**src/rtl/psram_pkg.sv**
```systemverilog
// Shared types, command opcodes and timing constants for the QPI PSRAM master.
// The helper functions decode write strobes and reorder bytes for the nibble bus.
package psram_pkg;

  typedef enum logic [2:0] {
    INIT_QPI = 3'd0,
    IDLE     = 3'd1,
    CMD      = 3'd2,
    ADDR     = 3'd3,
    DUMMY    = 3'd4,
    RDATA    = 3'd5,
    WDATA    = 3'd6,
    GAP      = 3'd7
  } psram_state_e;

  localparam logic [7:0] CMD_QPI_EN = 8'h35;
  localparam logic [7:0] CMD_RD     = 8'hEB;
  localparam logic [7:0] CMD_WR     = 8'h38;

  localparam int ADDR_NIBBLES = 6;
  localparam int DUMMY_SCK    = 6;
  localparam int GAP_CYCLES   = 2;

  localparam int CNT_W = 5;
  localparam logic [CNT_W-1:0] CNT_INIT_LAST  = 5'd15;
  localparam logic [CNT_W-1:0] CNT_CMD_LAST   = 5'd3;
  localparam logic [CNT_W-1:0] CNT_ADDR_LAST  = CNT_W'(2 * ADDR_NIBBLES - 1);
  localparam logic [CNT_W-1:0] CNT_DUMMY_LAST = CNT_W'(2 * DUMMY_SCK - 1);
  localparam logic [CNT_W-1:0] CNT_RDATA_LAST = 5'd15;
  localparam logic [CNT_W-1:0] CNT_GAP_LAST   = CNT_W'(GAP_CYCLES - 1);

  // Number of data nibbles for a write strobe; zero marks an unsupported pattern.
  function automatic logic [3:0] wstrb_nibbles(input logic [3:0] wstrb);
    logic [3:0] n;
    case (wstrb)
      4'b0001, 4'b0010, 4'b0100, 4'b1000: n = 4'd2;
      4'b0011, 4'b1100:                   n = 4'd4;
      4'b1111:                            n = 4'd8;
      default:                            n = 4'd0;
    endcase
    return n;
  endfunction

  function automatic logic [1:0] wstrb_offset(input logic [3:0] wstrb);
    logic [1:0] off;
    if (wstrb[0])      off = 2'd0;
    else if (wstrb[1]) off = 2'd1;
    else if (wstrb[2]) off = 2'd2;
    else               off = 2'd3;
    return off;
  endfunction

  function automatic logic [31:0] bswap32(input logic [31:0] w);
    return {w[7:0], w[15:8], w[23:16], w[31:24]};
  endfunction

endpackage

```
**src/rtl/psram_nibble_shift.sv**
```systemverilog
// 32-bit nibble register: parallel load, MSB-nibble-first shift out, and
// shift in at the bottom; both shifts move the word up by one nibble.
module psram_nibble_shift
(
  input  logic        clock,
  input  logic        resetn,
  input  logic        load,
  input  logic [31:0] load_data,
  input  logic        shift_out,
  input  logic        shift_in,
  input  logic [3:0]  nib_in,
  output logic [31:0] data
);

  logic [31:0] data_r;

  // Shift register state; load has priority over either shift.
  always_ff @(posedge clock or negedge resetn) begin
    if (!resetn) begin
      data_r <= 32'h0000_0000;
    end else if (load) begin
      data_r <= load_data;
    end else if (shift_in) begin
      data_r <= {data_r[27:0], nib_in};
    end else if (shift_out) begin
      data_r <= {data_r[27:0], 4'h0};
    end else begin
      data_r <= data_r;
    end
  end

  assign data = data_r;

endmodule

```
**src/rtl/psram_qpi_master.sv**
```systemverilog
// Single-request QPI PSRAM master: enters QPI mode after reset, then runs
// quad read (0xEB, 6 dummy clocks) and quad write (0x38) of 1, 2 or 4 bytes.
module psram_qpi_master
  import psram_pkg::*;
(
  input  logic        clock,
  input  logic        resetn,
  input  logic        req_valid,
  output logic        req_ready,
  input  logic        req_we,
  input  logic [23:0] req_addr,
  input  logic [31:0] req_wdata,
  input  logic [3:0]  req_wstrb,
  output logic        resp_valid,
  output logic        resp_err,
  output logic [31:0] resp_rdata,
  output logic        sck,
  output logic        ce_n,
  output logic [3:0]  dio_o,
  output logic [3:0]  dio_oe,
  input  logic [3:0]  dio_i
);

  psram_state_e state_r, state_s;
  logic [CNT_W-1:0] cnt_r;
  logic [CNT_W-1:0] wdata_last_s;

  logic        we_r;
  logic [3:0]  nibs_r;
  logic [1:0]  off_r;
  logic [31:0] wdata_r;
  logic        pend_r;
  logic        err_r;

  logic        ce_n_r, sck_r, rd_out_r, req_ready_r;
  logic        resp_valid_r, resp_err_r;
  logic [31:0] resp_rdata_r;
  logic [3:0]  dio_o_r, dio_oe_r;

  logic        accept_s, req_bad_s, active_s;
  logic [3:0]  req_nibs_s;
  logic [1:0]  req_off_s;
  logic [23:0] req_addr_s;
  logic [1:0]  addr_lo_unused_s;
  logic [3:0]  dio_o_s, dio_oe_s;

  logic        sr_load_s, sr_shift_out_s, sr_shift_in_s;
  logic [31:0] sr_load_data_s, sr_data_s;

  assign accept_s         = req_valid && req_ready_r;
  assign req_nibs_s       = wstrb_nibbles(req_wstrb);
  assign req_off_s        = wstrb_offset(req_wstrb);
  assign req_bad_s        = req_we && (req_nibs_s == 4'd0);
  assign req_addr_s       = {req_addr[23:2], (req_we ? req_off_s : 2'b00)};
  assign addr_lo_unused_s = req_addr[1:0];
  assign wdata_last_s     = {nibs_r, 1'b0} - 5'd1;
  // Outputs lag the state by one cycle, so read nibbles are taken where the pins show sck falling.
  assign sr_shift_in_s    = rd_out_r && sck_r;

  // Next-state decode; every active state has an even length so the sck phase stays aligned.
  always_comb begin
    state_s = state_r;
    case (state_r)
      INIT_QPI: if (cnt_r == CNT_INIT_LAST) state_s = GAP;   else state_s = INIT_QPI;
      IDLE: begin
        if (accept_s) begin
          if (req_bad_s) state_s = GAP;
          else           state_s = CMD;
        end else begin
          state_s = IDLE;
        end
      end
      CMD:   if (cnt_r == CNT_CMD_LAST)   state_s = ADDR;  else state_s = CMD;
      ADDR: begin
        if (cnt_r == CNT_ADDR_LAST) state_s = we_r ? WDATA : DUMMY;
        else                        state_s = ADDR;
      end
      DUMMY: if (cnt_r == CNT_DUMMY_LAST) state_s = RDATA; else state_s = DUMMY;
      RDATA: if (cnt_r == CNT_RDATA_LAST) state_s = GAP;   else state_s = RDATA;
      WDATA: if (cnt_r == wdata_last_s)   state_s = GAP;   else state_s = WDATA;
      GAP:   if (cnt_r == CNT_GAP_LAST)   state_s = IDLE;  else state_s = GAP;
      default: state_s = INIT_QPI;
    endcase
  end

  // State register and per-state cycle counter.
  always_ff @(posedge clock or negedge resetn) begin
    if (!resetn) begin
      state_r <= INIT_QPI;
      cnt_r   <= 5'd0;
    end else begin
      state_r <= state_s;
      if ((state_s != state_r) || (state_r == IDLE)) cnt_r <= 5'd0;
      else                                           cnt_r <= cnt_r + 5'd1;
    end
  end

  // Pin values implied by the current state; registered below.
  always_comb begin
    active_s = 1'b0;
    dio_o_s  = 4'h0;
    dio_oe_s = 4'h0;
    case (state_r)
      INIT_QPI: begin
        active_s = 1'b1;
        dio_o_s  = {3'b000, CMD_QPI_EN[3'd7 - cnt_r[3:1]]};
        dio_oe_s = 4'b0001;
      end
      CMD, ADDR, WDATA: begin
        active_s = 1'b1;
        dio_o_s  = sr_data_s[31:28];
        dio_oe_s = 4'b1111;
      end
      DUMMY, RDATA: begin
        active_s = 1'b1;
      end
      default: begin
        active_s = 1'b0;
      end
    endcase
  end

  // Shift register control: header on accept, write data at the end of ADDR.
  always_comb begin
    sr_load_s      = 1'b0;
    sr_load_data_s = 32'h0000_0000;
    sr_shift_out_s = 1'b0;
    if (accept_s) begin
      sr_load_s      = 1'b1;
      sr_load_data_s = {(req_we ? CMD_WR : CMD_RD), req_addr_s};
    end else if ((state_r == ADDR) && (cnt_r == CNT_ADDR_LAST) && we_r) begin
      sr_load_s      = 1'b1;
      sr_load_data_s = bswap32(wdata_r >> {off_r, 3'b000});
    end else if (cnt_r[0] && ((state_r == CMD) || (state_r == ADDR) || (state_r == WDATA))) begin
      sr_shift_out_s = 1'b1;
    end else begin
      sr_shift_out_s = 1'b0;
    end
  end

  psram_nibble_shift u_shift (
    .clock     (clock),
    .resetn    (resetn),
    .load      (sr_load_s),
    .load_data (sr_load_data_s),
    .shift_out (sr_shift_out_s),
    .shift_in  (sr_shift_in_s),
    .nib_in    (dio_i),
    .data      (sr_data_s)
  );

  // Request fields captured on acceptance; pend_r marks a response still owed.
  always_ff @(posedge clock or negedge resetn) begin
    if (!resetn) begin
      we_r    <= 1'b0;
      nibs_r  <= 4'd0;
      off_r   <= 2'd0;
      wdata_r <= 32'h0000_0000;
      pend_r  <= 1'b0;
      err_r   <= 1'b0;
    end else if (accept_s) begin
      we_r    <= req_we;
      nibs_r  <= req_nibs_s;
      off_r   <= req_off_s;
      wdata_r <= req_wdata;
      pend_r  <= 1'b1;
      err_r   <= req_bad_s;
    end else if ((state_r == GAP) && (cnt_r == 5'd0)) begin
      pend_r  <= 1'b0;
    end else begin
      pend_r  <= pend_r;
    end
  end

  // Registered pins and response.
  always_ff @(posedge clock or negedge resetn) begin
    if (!resetn) begin
      ce_n_r       <= 1'b1;
      sck_r        <= 1'b0;
      dio_o_r      <= 4'h0;
      dio_oe_r     <= 4'h0;
      rd_out_r     <= 1'b0;
      req_ready_r  <= 1'b0;
      resp_valid_r <= 1'b0;
      resp_err_r   <= 1'b0;
      resp_rdata_r <= 32'h0000_0000;
    end else begin
      ce_n_r       <= ~active_s;
      sck_r        <= active_s && cnt_r[0];
      dio_o_r      <= dio_o_s;
      dio_oe_r     <= dio_oe_s;
      rd_out_r     <= (state_r == RDATA);
      req_ready_r  <= (state_s == IDLE);
      resp_valid_r <= (state_r == GAP) && (cnt_r == 5'd0) && pend_r;
      resp_err_r   <= (state_r == GAP) && (cnt_r == 5'd0) && pend_r && err_r;
      if (sr_shift_in_s && (state_r == GAP)) resp_rdata_r <= bswap32({sr_data_s[27:0], dio_i});
      else                                   resp_rdata_r <= resp_rdata_r;
    end
  end

  assign req_ready  = req_ready_r;
  assign resp_valid = resp_valid_r;
  assign resp_err   = resp_err_r;
  assign resp_rdata = resp_rdata_r;
  assign sck        = sck_r;
  assign ce_n       = ce_n_r;
  assign dio_o      = dio_o_r;
  assign dio_oe     = dio_oe_r;

endmodule

```
**config.mk**
```make
export PLATFORM = sky130hd
export DESIGN_NAME = psram_qpi_master
export DESIGN_NICKNAME = d
export VERILOG_FILES = /design/src/rtl/psram_pkg.sv /design/src/rtl/psram_nibble_shift.sv /design/src/rtl/psram_qpi_master.sv
export SDC_FILE = /design/constraint.sdc
export NUM_CORES = 1
export LEC_CHECK = 0
export CORE_MARGIN = 3
export CORE_UTILIZATION = 47
export CTS_CLUSTER_DIAMETER = 30
export DETAILED_ROUTE_END_ITERATION = 7
export PLACE_DENSITY = 0.85
export SLEW_MARGIN = 15
export SYNTH_ARGS = -nofsm -noshare
export SYNTH_HDL_FRONTEND = slang
export SYNTH_SLANG_ARGS = --single-unit
export TNS_END_PERCENT = 10
```
**constraint.sdc**
```tcl
create_clock -name clock -period 1.9 [get_ports clock]
set_input_delay 0.19 -clock clock [delete_from_list [all_inputs] [get_ports clock]]
set_output_delay 0.19 -clock clock [all_outputs]
set_load 0.01 [all_outputs]
```
==> metrics <==
Slew @ Worst Pin=506.6 ps; Ports=113; height of the die=117.2 um; die area=13740 um^2; area of the multi-input gates=2582 um^2; via/cell ratio=5.806; CP Class=flip-flop to flip-flop; Max Slew Vio Count=0; final hold vios=0; core area=11760 um^2; largest net degree at the start of global routing=51; RSZ-0062 raised after global routing=true; crit share post-route=98.73%; overall power=13.54 mW; drt pass-1 iters=8; CP Capture Type=flip-flop; CP top delay family=simple AND/OR/NAND/NOR gates; initial antenna violation count=0; CTS tree=built; CP max stage cell=dfrtp_1; Syn Area/Cell=10.13 um^2; CTS buffer count=17; GR Util All Layers=25.41%; final setup margin=24.08 ps; dpl hpwl=11540 um; nets=781; startpoint types=flip-flop; total global routing overflow=0; worst hold margin=272.6 ps; top-count cell post-synth=dfrtp_1; PortBufs=110; CTS H-tree depth=4; Detail Route Antenna Nets=0; first-pass GRT wire length=26620 um; Power Dens Cells=1673 nW/um^2; row count=39; Initial Util=49.45%; Die Wd=117.2 um; # clock sinks=124; placed cell area=7310 um^2; Worst Path Arrival=2210 ps; Area contributors post-synth=dfrtp_1 (53%), nand2_1 (7.9%), mux2_2 (7.4%); Async SR Flop Fraction=100.0%; # diodes=0; Clock Skew=7.710 ps; Clk Latency, worst-skew pair=420 ps; Finished Cell Area=8095 um^2; top cells by count, synth=dfrtp_1 (123), nand2_1 (122), nor2_1 (47), a21oi_1 (42), mux2_2 (38); fill count=839; layout cell share with drive strength beyond 1=19.42%; failing checks=design-rule violations; placed insts=847; status=finished with violations; fin util=68.84%; area added between synthesis and finish=39.20%; register area share after synthesis=53.38%; Routed wire per std cell=19.15 um; number of vias in the routed layout=5138; Worst R2R Start=cnt_r[0]$_DFF_PN0_; Synthesis Warnings=0; Max-cap violations=0; Final GP Congestion=0.9047; pre-CTS setup slack=-135.8 ps; Required @ worst endpoint=2230 ps; Slew headroom=66.10%; P_leak=3.656 nW; CP cell instances=ha_4 > and3_4 > ha_4 > and3_4 > nor4_4 > nand4_1 > a21oi_1; Worst path max stage delay=410 ps; Detailed Route Iter0 Violations=620; CP bufs+invs=0; Hold Path Class=primary input to asynchronous set/reset pin; DRC=2; Seq. cell area=3107 um^2; FF+latch count, synth=124; min Tclk post-route=1876 ps; Worst R2R Path Depth=7; vias in the first global route=5219; peak supply drop=0.6416 mV; clk root buf=clkbuf_16; Mapped Area=5816 um^2; CP Max Fanout=5; fin cells=885; reg2reg end=cnt_r[3]$_DFF_PN0_; Netlist cell types=48; Post-synth EDFFs=0; Peak Freq=533.1 MHz; flop2flop setup slack=20 ps; final setup fails=0; Yosys top cell by area=dfrtp_1; maximum root-to-sink buffer count=2; Top FF cell, synth=dfrtp_1; setup TNS=0 ps; post-synthesis cell count=574; top cell type's share of synthesized area=52.93%; Total Wirelength=16950 um; CTS clock-pin slew for the worst setup and hold paths=50 ps; Post-Syn Nets=647
[what timing repair did]
item / 4_1_cts / 5_1_grt
gates resized for setup: 13 / 11
pin swaps: 8 / 9
gates cloned: 1 / 0
buffers inserted: 3 / 1
hold endpoints to repair: 27 / 0
setup endpoints to repair: 30 / 62
hold buffers: 1 / 0
[final cells by class]
cell class | count | share of cell area [%]
Tap cell | 164 | 2.535
Timing Repair Buffer | 156 | 19.04
Clock inverter | 11 | 2.071
Clock buffer | 21 | 5.564
Inverter | 11 | 0.5100
Multi-Input combinational cell | 398 | 31.90
Sequential cell | 124 | 38.38
[worst register-to-register path, cell delays in order, from the launching register on]
cell and delay [ps]:
dfrtp_1 410, ha_4 190, and3_4 190, ha_4 160
and3_4 170, nor4_4 200, nand4_1 260, a21oi_1 210
[layer usage]
metal | part of all wire, % | wire length [um] | vias up | global-route usage (%)
li1 | - | - | 2305 | -
met1 | 39 | 6627 | 2468 | 32.36
met2 | 50 | 8393 | 306 | 41.55
met3 | 8.5 | 1434 | 59 | 6.427
met4 | 2.9 | 492 | 0 | 10.24
met5 | 0 | 0 | - | 0
[cell usage in the layout, fill, tap and decap left out, types with 6 or more instances in the layout]
cell type        count
nand2_1            121
dfrtp_1            121
mux2i_1             19
nor2_1              44
a222oi_1            20
clkdlybuf4s50_1    109
nand3_1              6
a221oi_1             7
buf_4               39
mux2_2              38
nor3_1               7
a21oi_1             41
o21ai_0             22
inv_1                9
clkbuf_16           17
buf_12               6
nand4_1              6
and3_1              12
[worst max path at each step]
stage / startpoint / end / slack [ps] / cells past startpoint
2_1_floorplan: cnt_r[0]$_DFF_PN0_ / cnt_r[0]$_DFF_PN0_ / 40 / 7
3_3_place_gp: req_valid / u_shift.data[8]$_DFFE_PN0P_ / -60 / 6
3_5_place_dp: req_valid / u_shift.data[8]$_DFFE_PN0P_ / -140 / 6
4_1_cts: cnt_r[0]$_DFF_PN0_ / cnt_r[0]$_DFF_PN0_ / -2 / 7
5_1_grt: cnt_r[0]$_DFF_PN0_ / cnt_r[4]$_DFF_PN0_ / -90 / 7
6_report: cnt_r[0]$_DFF_PN0_ / cnt_r[3]$_DFF_PN0_ / 20 / 7
[registers in the layout, indices dropped and copies added, names as in the netlist]
register and count:
resp_valid 1, cnt_r 5, u_shift.data 32, resp_rdata 32
req_ready 1, ce_n 1, err_r 1, pend_r 1
rd_out_r 1, nibs_r 3, we_r 1, off_r 2
dio_oe 2, resp_err 1, wdata_r 32, sck 1
dio_o 4, state_r 3
[power by group]
group	switching, mW	internal (mW)	leakage (nW)
combinational	2.70	2.60	1.83
clock	1.17	2.22	0.297
sequential	1.05	3.79	1.53
total	4.92	8.62	3.66
[kinds of logic (layout without fill, tap and decap cells)]
logic type | after synthesis | in the layout | synth area share [%]
AND/OR/NAND/NOR | 216 | 216 | 16.52
flip-flops | 124 | 124 | 53.38
AO/OA/AOI/OAI | 109 | 109 | 12.59
multiplexers | 60 | 60 | 11.21
buffers and inverters | 52 | 199 | 4.001
XOR/XNOR | 7 | 7 | 1.054
adder cells (fa/ha/maj) | 6 | 6 | 1.248
No activity file was read; power rests on OpenSTA's default activity.
